[config.mk]
export PLATFORM = sky130hd
export DESIGN_NAME = single_tx_uart
export DESIGN_NICKNAME = d
export VERILOG_FILES = /design/src/rtl/uart_pkg.sv /design/src/rtl/uart_baud_tick.sv /design/src/rtl/single_tx_uart.sv
export SDC_FILE = /design/constraint.sdc
export NUM_CORES = 1
export LEC_CHECK = 0
export CAP_MARGIN = 40
export CORE_MARGIN = 5
export CORE_UTILIZATION = 50
export DETAILED_ROUTE_END_ITERATION = 8
export PLACE_DENSITY = 0.8
export SLEW_MARGIN = 10
export SYNTH_ARGS = -nofsm -noshare
export SYNTH_HDL_FRONTEND = slang
export SYNTH_HIERARCHICAL = 1
export SYNTH_SLANG_ARGS = --single-unit
[constraint.sdc]
create_clock -name clk -period 5.1 [get_ports clk]
set_input_delay 0.51 -clock clk [delete_from_list [all_inputs] [get_ports clk]]
set_output_delay 0.51 -clock clk [all_outputs]
set_load 0.01 [all_outputs]
[src/rtl/uart_pkg.sv]
// Shared types and helpers for the single-channel UART transmitter.
package uart_pkg;

    // Frame sequencing states; ST_ prefix keeps them clear of parameter names.
    typedef enum logic [2:0] {
        ST_IDLE,
        ST_START,
        ST_DATA,
        ST_PARITY,
        ST_STOP
    } uart_state_t;

    // Legal values of the string parameters.
    localparam string PAR_NO    = "NO";
    localparam string PAR_EVEN  = "EVEN";
    localparam string PAR_ODD   = "ODD";
    localparam string FIRST_LSB = "LSB";
    localparam string FIRST_MSB = "MSB";

    // Clocks per bit, rounded to the nearest integer.
    function automatic int calc_div(input int clock, input int baud);
        return (clock + baud / 2) / baud;
    endfunction

endpackage

[src/rtl/uart_baud_tick.sv]
// Bit-period timer: counts DIV clocks while enabled and pulses o_tick for
// one cycle on the last clock of each bit period. i_restart re-aligns the
// period to the accepting edge of a new frame.
module uart_baud_tick #(
    parameter int DIV = 8
) (
    input  logic clk,
    input  logic reset,
    input  logic i_restart,
    input  logic i_enable,
    output logic o_tick
);

    localparam int CW = ($clog2(DIV) > 0) ? $clog2(DIV) : 1;
    localparam logic [CW-1:0] LAST = CW'(DIV - 1);

    logic [CW-1:0] r_cnt;

    // Divide counter; held at zero while idle so the first tick lands DIV clocks after restart.
    always_ff @(posedge clk) begin
        if (reset || i_restart) begin
            r_cnt <= '0;
        end else if (i_enable) begin
            r_cnt <= (r_cnt == LAST) ? '0 : r_cnt + CW'(1);
        end
    end

    assign o_tick = i_enable && (r_cnt == LAST);

endmodule

[src/rtl/single_tx_uart.sv]
// Single-channel UART transmitter: start bit, 8 data bits, optional parity,
// one stop bit. One byte per accepted start pulse; busy and txd registered.
module single_tx_uart
    import uart_pkg::*;
#(
    parameter int    CLOCK     = 8_000_000,
    parameter int    BAUD      = 1_000_000,
    parameter string PARITY    = "NO",
    parameter string FIRST_BIT = "LSB"
) (
    input  logic       clk,
    input  logic       reset,
    input  logic       start,
    input  logic [7:0] tx_data,
    output logic       busy,
    output logic       txd
);

    localparam int DIV          = calc_div(CLOCK, BAUD);
    localparam bit PAR_EN       = (PARITY != PAR_NO);
    localparam bit PAR_ODD_MODE = (PARITY == PAR_ODD);
    localparam bit MSB_FIRST    = (FIRST_BIT == FIRST_MSB);

    // Elaboration-time parameter checks.
    generate
        if (DIV < 2) begin : g_bad_div
            $error("single_tx_uart: CLOCK/BAUD gives fewer than 2 clocks per bit");
        end
        if (!((PARITY == PAR_NO) || (PARITY == PAR_EVEN) || (PARITY == PAR_ODD))) begin : g_bad_parity
            $error("single_tx_uart: PARITY must be NO, EVEN or ODD");
        end
        if (!((FIRST_BIT == FIRST_LSB) || (FIRST_BIT == FIRST_MSB))) begin : g_bad_first
            $error("single_tx_uart: FIRST_BIT must be LSB or MSB");
        end
    endgenerate

    uart_state_t r_state;
    uart_state_t w_state_next;
    logic [7:0]  r_shift;
    logic [7:0]  w_shift_next;
    logic [2:0]  r_bit_cnt;
    logic [2:0]  w_bit_cnt_next;
    logic        r_parity;
    logic        w_parity_next;
    logic        r_txd;
    logic        w_txd_next;
    logic        r_busy;
    logic        w_busy_next;
    logic        w_accept;
    logic        w_tick;
    logic        w_out_bit;
    logic [7:0]  w_shift_adv;

    uart_baud_tick #(
        .DIV (DIV)
    ) u_baud_tick (
        .clk       (clk),
        .reset     (reset),
        .i_restart (w_accept),
        .i_enable  (r_busy),
        .o_tick    (w_tick)
    );

    // Bit that goes on the line next, and the register after it is consumed.
    assign w_out_bit   = MSB_FIRST ? r_shift[7] : r_shift[0];
    assign w_shift_adv = MSB_FIRST ? {r_shift[6:0], 1'b0} : {1'b0, r_shift[7:1]};

    // Next-state and next-output logic for the frame sequencer.
    always_comb begin
        w_state_next   = r_state;
        w_shift_next   = r_shift;
        w_bit_cnt_next = r_bit_cnt;
        w_parity_next  = r_parity;
        w_txd_next     = r_txd;
        w_busy_next    = r_busy;
        w_accept       = 1'b0;

        unique case (r_state)
            ST_IDLE: begin
                w_txd_next  = 1'b1;
                w_busy_next = 1'b0;
            end
            ST_START: begin
                if (w_tick) begin
                    w_txd_next     = w_out_bit;
                    w_shift_next   = w_shift_adv;
                    w_bit_cnt_next = 3'd0;
                    w_state_next   = ST_DATA;
                end
            end
            ST_DATA: begin
                if (w_tick) begin
                    if (r_bit_cnt == 3'd7) begin
                        if (PAR_EN) begin
                            w_txd_next   = r_parity;
                            w_state_next = ST_PARITY;
                        end else begin
                            w_txd_next   = 1'b1;
                            w_state_next = ST_STOP;
                        end
                    end else begin
                        w_txd_next     = w_out_bit;
                        w_shift_next   = w_shift_adv;
                        w_bit_cnt_next = r_bit_cnt + 3'd1;
                    end
                end
            end
            ST_PARITY: begin
                if (w_tick) begin
                    w_txd_next   = 1'b1;
                    w_state_next = ST_STOP;
                end
            end
            ST_STOP: begin
                if (w_tick) begin
                    w_txd_next   = 1'b1;
                    w_busy_next  = 1'b0;
                    w_state_next = ST_IDLE;
                end
            end
            default: begin
                w_txd_next   = 1'b1;
                w_busy_next  = 1'b0;
                w_state_next = ST_IDLE;
            end
        endcase

        // Accept a new byte while idle, or at the very edge where busy would
        // fall, so a held start produces frames with no idle gap.
        if (start && ((r_state == ST_IDLE) || ((r_state == ST_STOP) && w_tick))) begin
            w_accept       = 1'b1;
            w_shift_next   = tx_data;
            w_parity_next  = (^tx_data) ^ PAR_ODD_MODE;
            w_bit_cnt_next = 3'd0;
            w_txd_next     = 1'b0;
            w_busy_next    = 1'b1;
            w_state_next   = ST_START;
        end
    end

    // State, datapath and output registers; reset aborts any frame in progress.
    always_ff @(posedge clk) begin
        if (reset) begin
            r_state   <= ST_IDLE;
            r_shift   <= '0;
            r_bit_cnt <= '0;
            r_parity  <= 1'b0;
            r_txd     <= 1'b1;
            r_busy    <= 1'b0;
        end else begin
            r_state   <= w_state_next;
            r_shift   <= w_shift_next;
            r_bit_cnt <= w_bit_cnt_next;
            r_parity  <= w_parity_next;
            r_txd     <= w_txd_next;
            r_busy    <= w_busy_next;
        end
    end

    assign busy = r_busy;
    assign txd  = r_txd;

endmodule

## After elaboration in Yosys (flattened, before gate mapping)

Index checks and enable logic that the tools add are counted.
W data, S select, Z words.

- Memory bits (read-only): 0
- Bits in registers: 19
- Memories: 0
- Output and inout port bits: 2
- Memory bits (writable): 0
- Bits in latches: 0

- Shifts and indexed selects: 0
- Multipliers: 0
- Reductions and logical operators: 17
- Divide/modulo/power cells: 0
- Add/sub/neg operators: 2
- Bitwise gates (word level): 1
- Magnitude comparators: 0
- Equality and inequality tests: 21
- Mux-type cells: 26

Operator list:

| kind | number |
|---|---|
| $mux W8 | 4 |
| $mux W3 | 8 |
| $pmux W8 S2 | 1 |
| $ne A3 B3 Y1 const B | 5 |
| $pmux W3 S5 | 1 |
| $ne A2 B2 Y1 const B | 6 |
| $reduce_and A6 Y1 | 2 |
| $eq A3 B3 Y1 const B | 3 |
| $mux W1 | 9 |
| $reduce_and A4 Y1 | 2 |
| $add A3 B1 Y3 const B | 2 |
| $eq A3 B2 Y1 const B | 2 |
| $pmux W3 S2 | 1 |
| $ne A2 B1 Y1 const B | 2 |
| $reduce_or A2 Y1 | 2 |
| $eq A3 B1 Y1 const B | 1 |
| $logic_and A1 B1 Y1 | 3 |
| $logic_not A3 Y1 | 1 |
| $ne A3 B1 Y1 const B | 1 |
| $ne A3 B2 Y1 const B | 1 |
| $pmux W1 S3 | 1 |
| $reduce_and A3 Y1 | 1 |
| $reduce_bool A3 Y1 | 1 |
| $reduce_or A3 Y1 | 1 |
| other kinds (5) | 6 |

## Logic depth before layout (Yosys ltp)

- Depth in word-level cells: 7
- Depth in mapped cells: 8

## Hierarchy

Netlist, hierarchy kept.

By module, submodules not included:

| module | sequential area each (µm²) | instances | cells an instance | area each (µm²) |
|---|---|---|---|---|
| single_tx_uart | 320.3 | 1 | 91 | 759.5 |
| uart_baud_tick | 60.1 | 1 | 14 | 155.1 |

## Least setup slack after synthesis

OpenSTA, ideal clock, no wires.

- Path kind: register to register
- Start point: register r_bit_cnt[0]
- End point: register r_shift[0]
- Setup slack: 3178 ps
- Stages on the path, launching flop included: 7
- Data required time: 4981 ps
- Data arrival time: 1804 ps
- Path through: dfxtp_1 ha_1 ha_1 or3b_1 a211o_1 buf_2 o221a_2

- Longest elaborated chain between the ends: 3

RTL lines:

| element | line | text |
|---|---|---|
| from (decl) | single_tx_uart.sv:41 | `logic [2:0] r_bit_cnt;` |
| from (signal assigned) | single_tx_uart.sv:153 | `r_bit_cnt <= w_bit_cnt_next;` |
| $eq A3 B3 Y1 | single_tx_uart.sv:93 | `if (r_bit_cnt == 3'd7) begin` |
| $ne A3 B3 Y1 (no source line) | - |  |
| $reduce_and A4 Y1 (no source line) | - |  |
| to (signal assigned) | single_tx_uart.sv:152 | `r_shift <= w_shift_next;` |
| to (decl) | single_tx_uart.sv:39 | `logic [7:0] r_shift;` |

Every way passes these cells.
A chain may end at the register's enable or synchronous reset.

## Final worst setup path

- Start point: register u_baud_tick.r_cnt[0]
- End point: register r_shift[4]

- Longest elaborated chain between the ends: 7
- Elaborated cells between the ends (all ways): 11

RTL lines:

| element | line | text |
|---|---|---|
| from (decl) | uart_baud_tick.sv:17 | `logic [CW-1:0] r_cnt;` |
| from (signal assigned) | uart_baud_tick.sv:24 | `r_cnt <= (r_cnt == LAST) ? '0 : r_cnt + CW'(1);` |
| $eq A3 B3 Y1 * | uart_baud_tick.sv:28 | `assign o_tick = i_enable && (r_cnt == LAST);` |
| $logic_and A1 B1 Y1 * | uart_baud_tick.sv:28 |  |
| named net w_tick | single_tx_uart.sv:50 | `logic w_tick;` |
| $logic_and A1 B1 Y1 | single_tx_uart.sv:130 | `if (start && ((r_state == ST_IDLE) \|\| ((r_state == ST_STOP) && w_tick))) begin` |
| $logic_or A1 B1 Y1 | single_tx_uart.sv:130 |  |
| $logic_and A1 B1 Y1 | single_tx_uart.sv:130 |  |
| $ne A3 B3 Y1 (no source line) or $reduce_bool A3 Y1 (tied branches) | - |  |
| $reduce_and A4 Y1 (no source line) | - |  |

Mark *: on every way through the listed nets, which the timed path passes. The rest lies on a longest branch.

==> qor.yml <==
power.density_nw_per_um2: 252.9
clkTransAtPathRegs_ns: 0.11
clock.fmax_mhz: 454.4
reg2reg_from: "u_baud_tick/r_cnt[0]"
cp.required_ns: 5.35
critPathLaunchType: "flop"
maxSlewHeadroom: 0.6221
floorplan.core_area_sq_um: 1727
syn-cell-area_sq_um: 914.6
areaGrowthSynthToFinish_pct: 16.01
crit_start: "u_baud_tick/r_cnt[0]"
cap_violations: 0
clock_power_share: 0.278
drt_first_iter_violations: 12
die_area_sq_um: 2785
grt_max_degree: 16
cts_sinks: 19
setup_tns_ns: 0
period_share: 0.4315
cts_hold_buf: 0
yosysWarnings: 6
drt-pass1-iter-count: 4
crit_path_end: "r_shift[4]"
cts_tree: "built"
crit_fanout: 11
intPower_w: 0.0002042
power.switching_w: 0.00006415
critPathMostFrequentCell: "ha_1"
n_antenna_cell: 0
slowest_stage: "dfxtp_1"
r2r_end: "r_shift[4]"
hold_violations: 0
arrival_ns: 2.45
ant_nets: 0
post-route-drc-count: 0
fp.dieW_microns: 52.77
routed_wl_mm: 1.796
crit_type: "reg -> reg"
reg2reg_depth: 8
grt_pass1_wl_mm: 3.284
grt_overflow: 0
setup_viol: 0
regArea_sq_um: 380.4
numPortBuffers: 12
cts-htree-levels: 1
fin_skew_ns: 0.009304
cp_cell_sequence: "ha_1 -> ha_1 -> and2_1 -> nand2b_1 -> nand3_1 -> clkinv_1 -> a21oi_1 -> o221a_2"
fin_util: 0.6145
fp.dieH_microns: 52.77
drive_above_1_share: 0.1034
syn-num-nets: 120
numCtsBuffers: 3
antenna_found_initial: 0
peakVddDrop_v: 0.0001866
crit_path_end_kind: "flop"
io_pins: 13
cts_buffer_depth: 2
num_rows: 15
outcome: "completed"
holdWs_ns: 0.4619
ys_seq_area_frac: 0.4159
ctsResizeCount: 0
grt_usage: 0.1576
r2r_slack_ns: 2.90
cts_setup_buffers: 0
seqPwrFrac: 0.602
hpwl_mm: 1.312
cts-root-buf: "clkbuf_4"
worst_path_largest_cell_delay_ns: 0.34
slew_viol_final: 0
wl_per_cell_microns: 12.74
vias: 777
fin_crit_ns: 2.201
multi_input_area_sq_um: 469.2
grt_setup_unrepaired: "false"
grt_pass1_vias: 734
via_per_inst: 5.511
gp_congestion: 0.8044
fillers: 160
start_util: 0.5297
switching_share: 0.2391
nNetsFinal: 132
pwr-share-comb: 0.121
synthDistinctLibCells: 27
ys_seq_elements: 19
syn_inst: 105
syn_area_per_cell_sq_um: 8.711
leakage_nw: 0.4201
worst_hold_path_type: "reg -> reg"
clock_latency_ns: 0.29
worstMarginPinSlew_ns: 0.5651
Yosys cell counts, drive strengths merged:
cell / number / area share
nor2: 6 / 0.025
or2: 2 / 0.014
o21a: 1 / 0.0082
nand3b: 1 / 0.0082
nand3: 2 / 0.011
nor3: 7 / 0.038
ha: 4 / 0.055
nand2b: 5 / 0.034
nor3b: 1 / 0.0082
inv: 8 / 0.033
a211oi: 4 / 0.038
clkbuf: 2 / 0.0082
dfxtp: 19 / 0.42
o221a: 6 / 0.074
mux2i: 2 / 0.022
buf: 3 / 0.026
o21ai: 2 / 0.011
or3b: 3 / 0.029
a21oi: 14 / 0.077
a211o: 1 / 0.0096
o31ai: 1 / 0.0082
and2: 1 / 0.0068
nand2: 9 / 0.037
clkinv: 1 / 0.0041
how the worst min path moves through the flow:
stage | start | endpoint | depth (start not counted)
6_report | r_bit_cnt[2] | r_bit_cnt[2] | 2
5_1_grt | r_shift[7] | r_shift[7] | 2
4_1_cts | r_bit_cnt[2] | r_bit_cnt[2] | 2
3_5_place_dp | r_bit_cnt[2] | r_bit_cnt[2] | 2
3_3_place_gp | r_bit_cnt[2] | r_bit_cnt[2] | 2
2_1_floorplan | r_bit_cnt[1] | r_bit_cnt[1] | 2
metrics by stage:
step           setup slack [ns]  cells  cell area [sq um]  power (W)
6_report                  2.899    141               1061  0.0002683
5_1_grt                   2.671    141               1061  0.0002830
4_1_cts                   2.890    141               1061  0.0002713
3_5_place_dp              2.918    137               1035  0.0001973
3_3_place_gp              2.969    137               1035  0.0001960
2_1_floorplan             3.178    105              914.6  0.0001827
placed cells by master (no fill, tap or decap), drive strengths merged, types with 3 or more instances in the layout:
cell type / netlist / routed
dfxtp: 19 / 19
a21oi: 14 / 14
clkdlybuf4s50: 0 / 12
nand2: 9 / 9
inv: 8 / 8
nor3: 7 / 7
nor2: 6 / 6
o221a: 6 / 6
nand2b: 5 / 5
ha: 4 / 4
a211oi: 4 / 4
clkbuf: 2 / 4
or3b: 3 / 3
flip-flops by register name, indices dropped and copies added, names as in the netlist:
register / flops
txd: 1
r_state: 3
busy: 1
r_bit_cnt: 3
u_baud_tick/r_cnt: 3
r_shift: 8
power by group through the flow:
| stage | sequential, W | clock [W] | combinational (W) |
|---|---|---|---|
| final | 0.000161 | 0.0000745 | 0.0000324 |
| after global routing | 0.000163 | 0.0000842 | 0.0000360 |
| after CTS | 0.000161 | 0.0000773 | 0.0000325 |
| after detailed placement | 0.000165 | 0 | 0.0000324 |
| after global placement | 0.000164 | 0 | 0.0000315 |
| after floorplan | 0.000163 | 0 | 0.0000197 |
per-layer routing:
metal  routed length [microns]  global-route usage
met1                       831              0.1993
met2                       857              0.2500
met3                        81             0.03704
met4                        25             0.07234
met5                         0                   0
worst max-delay path: cells and delay by family (launching register included):
kind                       cells  cell delay [ns]
and+or+nand+nor                3             0.62
AOI/OAI and AO/OA              2             0.45
adders and majority gates      2             0.40
DFF                            1             0.34
buffers and inverters          1             0.34
logic make-up (layout without fill, tap and decap cells):
logic type / after synthesis / in the layout / share of synthesized area
AO/OA/AOI/OAI: 29 / 29 / 0.2257
adder cells (fa/ha/maj): 4 / 4 / 0.05472
buffers and inverters: 14 / 25 / 0.07113
flip-flops: 19 / 19 / 0.4159
multiplexers: 2 / 2 / 0.02189
AND/OR/NAND/NOR: 37 / 37 / 0.2107
layout make-up:
class | instances | area share
multi-input cells | 72 | 0.4422
well taps | 25 | 0.02948
clock buffers | 4 | 0.02476
inverters | 9 | 0.03184
repair buffers | 12 | 0.1132
flip-flops and latches | 19 | 0.3585
(Power assumes the default switching activity.)
==> RTL edit 1, RTL diff (config.mk and constraints unchanged) <==
`CLOCK`: 8_000_000 -> 16_000_000.
--- a/src/rtl/single_tx_uart.sv
+++ b/src/rtl/single_tx_uart.sv
@@ -4,5 +4,5 @@
     import uart_pkg::*;
 #(
-    parameter int    CLOCK     = 8_000_000,
+    parameter int    CLOCK     = 16_000_000,
     parameter int    BAUD      = 1_000_000,
     parameter string PARITY    = "NO",
Check against the original RTL: not equivalent (a bounded check fails within 10 cycles, from zero or initial values and one cycle with reset high).
==> RTL edit 1 against the unedited design <==
  * Cell area grew 1.4%
  * Sequential cell count rose by 1
  * Count of clock-buffer cells in the layout fell by 1
  * Worst setup slack gained 44 ps
  * Sequential share of layout area grew 1.4 points
  * Routed wire length fell by 5.8%
  * Power is 1.9% higher
  * Area after synthesis up 2.1%
  * Critical path type unchanged
  * Largest power group unchanged
  * Highest routed layer unchanged
==> RTL edit 1: results (changes against the unedited design) <==
================================================================
Total cell area at the placement stage ............   1054 sq um   was 1035 sq um
Setup skew after layout ...........................     2.486 ps   was 9.304 ps
Maximum ir drop on the vdd rail ...................  0.0002005 V   was 0.0001866 V
Synth Area in Compound Gates ......................       19.97%   was 22.57%
Number of distinct library cells after synthesis ..           29   was 27
Leakage ...........................................    0.4238 nW   was 0.4201 nW
Global-route usage over all layers ................       14.79%   was 15.76%
Met1 Wirelength ...................................  842 microns   was 831 microns
Final Net Count ...................................          134   was 132
Vias per std cell .................................        5.357   was 5.511
Met2 wire len .....................................  790 microns   was 857 microns
Tightest Pin Transition ...........................     487.3 ps   was 565.1 ps
Wire length after detailed routing ................ 1691 microns   was 1796 microns
Vias in the first global route ....................          699   was 734
Worst R2R End ..................................... r_bit_cnt[0]$_SDFFE_PP0P_   was r_shift[4]$_SDFFE_PP0P_
Global-route met3 utilization .....................       3.944%   was 3.704%
Critical path data arrival time ...................      2380 ps   was 2450 ps
Count of mapped cells out of synthesis ............          108   was 105
Final Wtd Congestion ..............................       0.7504   was 0.8044
Placed Cells ......................................          140   was 137
Xor/xnor cell area share of the yosys netlist .....       2.815%   was 0%
Post-detailed-placement half-perimeter wirelength . 1268 microns   was 1312 microns
Commonest cells in the netlist .................... sky130_fd_sc_hd__dfxtp_1 (20), sky130_fd_sc_hd__a21oi_1 (14), sky130_fd_sc_hd__nand2_1 (10)   was sky130_fd_sc_hd__dfxtp_1 (19), sky130_fd_sc_hd__a21oi_1 (14), sky130_fd_sc_hd__nand2_1 (9)
Ranking of synthesized cells by area .............. sky130_fd_sc_hd__dfxtp_1 (43%), sky130_fd_sc_hd__a21oi_1 (7.5%), sky130_fd_sc_hd__o221a_2 (7.2%)   was sky130_fd_sc_hd__dfxtp_1 (42%), sky130_fd_sc_hd__a21oi_1 (7.7%), sky130_fd_sc_hd__o221a_2 (7.4%)
Average detailed-routed wire length per instance .. 11.83 microns   was 12.74 microns
Crit path max fanout ..............................           15   was 11
Met2 demand-to-capacity share in global routing ...       23.06%   was 25.00%
Outcome ........................................... complete, no violations   unchanged
CP peak stage delay ...............................       480 ps   was 340 ps
Mapped Nets .......................................          122   was 120
Slack of the worst reg-to-reg path ................      2940 ps   was 2900 ps
================================================================
-- RTL edit 1: power breakdown --
group	switching [mW]	internal, mW
clock	0.0442	0.0274
sequential	0.00611	0.163
combinational	0.0141	0.0182
total	0.0644	0.209
-- RTL edit 1: area by class of cell --
class / instances / area [sq um]
multi-input cells: 74 / 467.9
fillers: 166 / 669.4
flip-flops and latches: 20 / 400.4
clock buffers: 3 / 22.52
well taps: 25 / 31.28
inverters: 9 / 33.78
repair buffers: 12 / 120.1
-- RTL edit 1: worst max path at each step --
stage,endpoint,slack (ps),cells after the start
after detailed placement,r_bit_cnt[0]$_SDFFE_PP0P_,2950,6
after global routing,r_bit_cnt[1]$_SDFFE_PP0P_,2780,6
final,r_bit_cnt[0]$_SDFFE_PP0P_,2940,6
after global placement,r_bit_cnt[0]$_SDFFE_PP0P_,2990,6
after CTS,r_bit_cnt[0]$_SDFFE_PP0P_,2920,6
after floorplan,r_shift[0]$_SDFFE_PP0P_,3180,6
==> RTL edit 2, RTL diff (config.mk and constraints unchanged) <==
Without the edit above. Encoding of `uart_state_t`: now Gray code (3 bits for 5 states).
--- a/src/rtl/uart_pkg.sv
+++ b/src/rtl/uart_pkg.sv
@@ -4,9 +4,9 @@
     // Frame sequencing states; ST_ prefix keeps them clear of parameter names.
     typedef enum logic [2:0] {
-        ST_IDLE,
-        ST_START,
-        ST_DATA,
-        ST_PARITY,
-        ST_STOP
+        ST_IDLE   = 3'b000,
+        ST_START  = 3'b001,
+        ST_DATA   = 3'b011,
+        ST_PARITY = 3'b010,
+        ST_STOP   = 3'b110
     } uart_state_t;
 
Behaviour: no difference found for any inputs over 10 cycles, from zero or initial values and one cycle with reset high; not proved beyond that.
==> RTL edit 2 against the unedited design <==
  * Worst setup slack worse by 40 ps
  * Critical path type unchanged
  * Power up 2.0%
  * Via count up 6.2%
  * Die area up 11%
  * Area after synthesis up 13%
  * Routed wire length up 1.0%
  * Sequential cell count unchanged
  * Clock skew down 7.1 ps
  * Cell area up 7.3%
  * Global-route usage down 2.9 points
  * Worst hold slack better by 13 ps
==> RTL edit 2: results (changes against the unedited design) <==
=========================================================================
Mapped Nets ................................................          127   was 120
Wire length of the first global-routing pass ............... 3291 microns   was 3284 microns
Outcome .................................................... complete, no violations   unchanged
Xor/xnor cell area share of the yosys netlist ..............      0.8444%   was 0%
Leakage ....................................................    0.4095 nW   was 0.4201 nW
Final Wtd Congestion .......................................       0.7475   was 0.8044
Wire length after detailed routing ......................... 1814 microns   was 1796 microns
Pin count of the biggest net entering global routing .......           17   was 16
Filler Cell Count ..........................................          197   was 160
Vias in the first global route .............................          783   was 734
Met1 capacity usage during global routing ..................       15.23%   was 19.93%
Violation count after the first detailed-routing iteration .           14   was 12
Synth Area in Compound Gates ...............................       24.25%   was 22.57%
Proportion of synthesized area in mux cells ................       1.930%   was 2.189%
Post-detailed-placement half-perimeter wirelength .......... 1333 microns   was 1312 microns
Share of post-route cells with drive strength above 1 ......       16.67%   was 10.34%
Via total after detailed routing ...........................          825   was 777
Maximum ir drop on the vdd rail ............................  0.0001834 V   was 0.0001866 V
Commonest cells in the netlist ............................. sky130_fd_sc_hd__dfxtp_1 (19), sky130_fd_sc_hd__nand2_1 (15), sky130_fd_sc_hd__nor2_1 (13)   was sky130_fd_sc_hd__dfxtp_1 (19), sky130_fd_sc_hd__a21oi_1 (14), sky130_fd_sc_hd__nand2_1 (9)
Adder-Cell Fraction of Synth Area ..........................       4.825%   was 5.472%
Highest-delay cell along the critical path ................. sky130_fd_sc_hd__o21ai_2   was sky130_fd_sc_hd__dfxtp_1
CP peak stage delay ........................................       390 ps   was 340 ps
Met2 wire len ..............................................  854 microns   was 857 microns
Final Net Count ............................................          136   was 132
Global-route met3 utilization ..............................       2.797%   was 3.704%
Met2 demand-to-capacity share in global routing ............       22.30%   was 25.00%
Net Sw Power ...............................................   0.06636 mW   was 0.06415 mW
Sequential fraction of the synthesis area ..................       36.67%   was 41.59%
Global-route usage over all layers .........................       12.83%   was 15.76%
=========================================================================
-- RTL edit 2: cell types whose count changed after synthesis, moves of 3 or more --
cell / delta
sky130_fd_sc_hd__buf_6: +3
sky130_fd_sc_hd__nor2_1: +7
sky130_fd_sc_hd__a21oi_1: -4
sky130_fd_sc_hd__o221a_2: -6
sky130_fd_sc_hd__inv_1: -8
sky130_fd_sc_hd__nor3_1: -6
sky130_fd_sc_hd__nand2_1: +6
sky130_fd_sc_hd__a211oi_2: +7
-- RTL edit 2: metrics by stage --
step	instances	util [%]	hold WS, ps	worst slack [ps]
CTS	147	58.04	477.7	2842
floorplan	112	-	435.6	3366
detailed placement	143	56.70	462.3	2872
finish	147	58.04	474.8	2859
global route	147	58.04	508.7	2692
global placement	143	56.70	444.9	2932
-- RTL edit 2: worst max path at each step --
stage | start | to | cells after the start
2_1_floorplan | u_baud_tick/r_cnt[0]$_SDFFE_PP0P_ | r_shift[1]$_SDFFE_PP0P_ | 9
3_3_place_gp | u_baud_tick/r_cnt[0]$_SDFFE_PP0P_ | r_shift[5]$_SDFFE_PP0P_ | 8
3_5_place_dp | u_baud_tick/r_cnt[0]$_SDFFE_PP0P_ | r_shift[4]$_SDFFE_PP0P_ | 8
4_1_cts | u_baud_tick/r_cnt[0]$_SDFFE_PP0P_ | r_shift[4]$_SDFFE_PP0P_ | 8
5_1_grt | u_baud_tick/r_cnt[0]$_SDFFE_PP0P_ | r_shift[1]$_SDFFE_PP0P_ | 8
6_report | u_baud_tick/r_cnt[0]$_SDFFE_PP0P_ | r_shift[4]$_SDFFE_PP0P_ | 8
-- RTL edit 2: final cells by class --
type | instances | share of cell area (%)
inverter | 1 | 0.3297
tap | 27 | 2.967
clock buffer | 4 | 2.308
timing repair buffer | 12 | 10.55
multi-input combinational | 84 | 50.44
sequential | 19 | 33.41
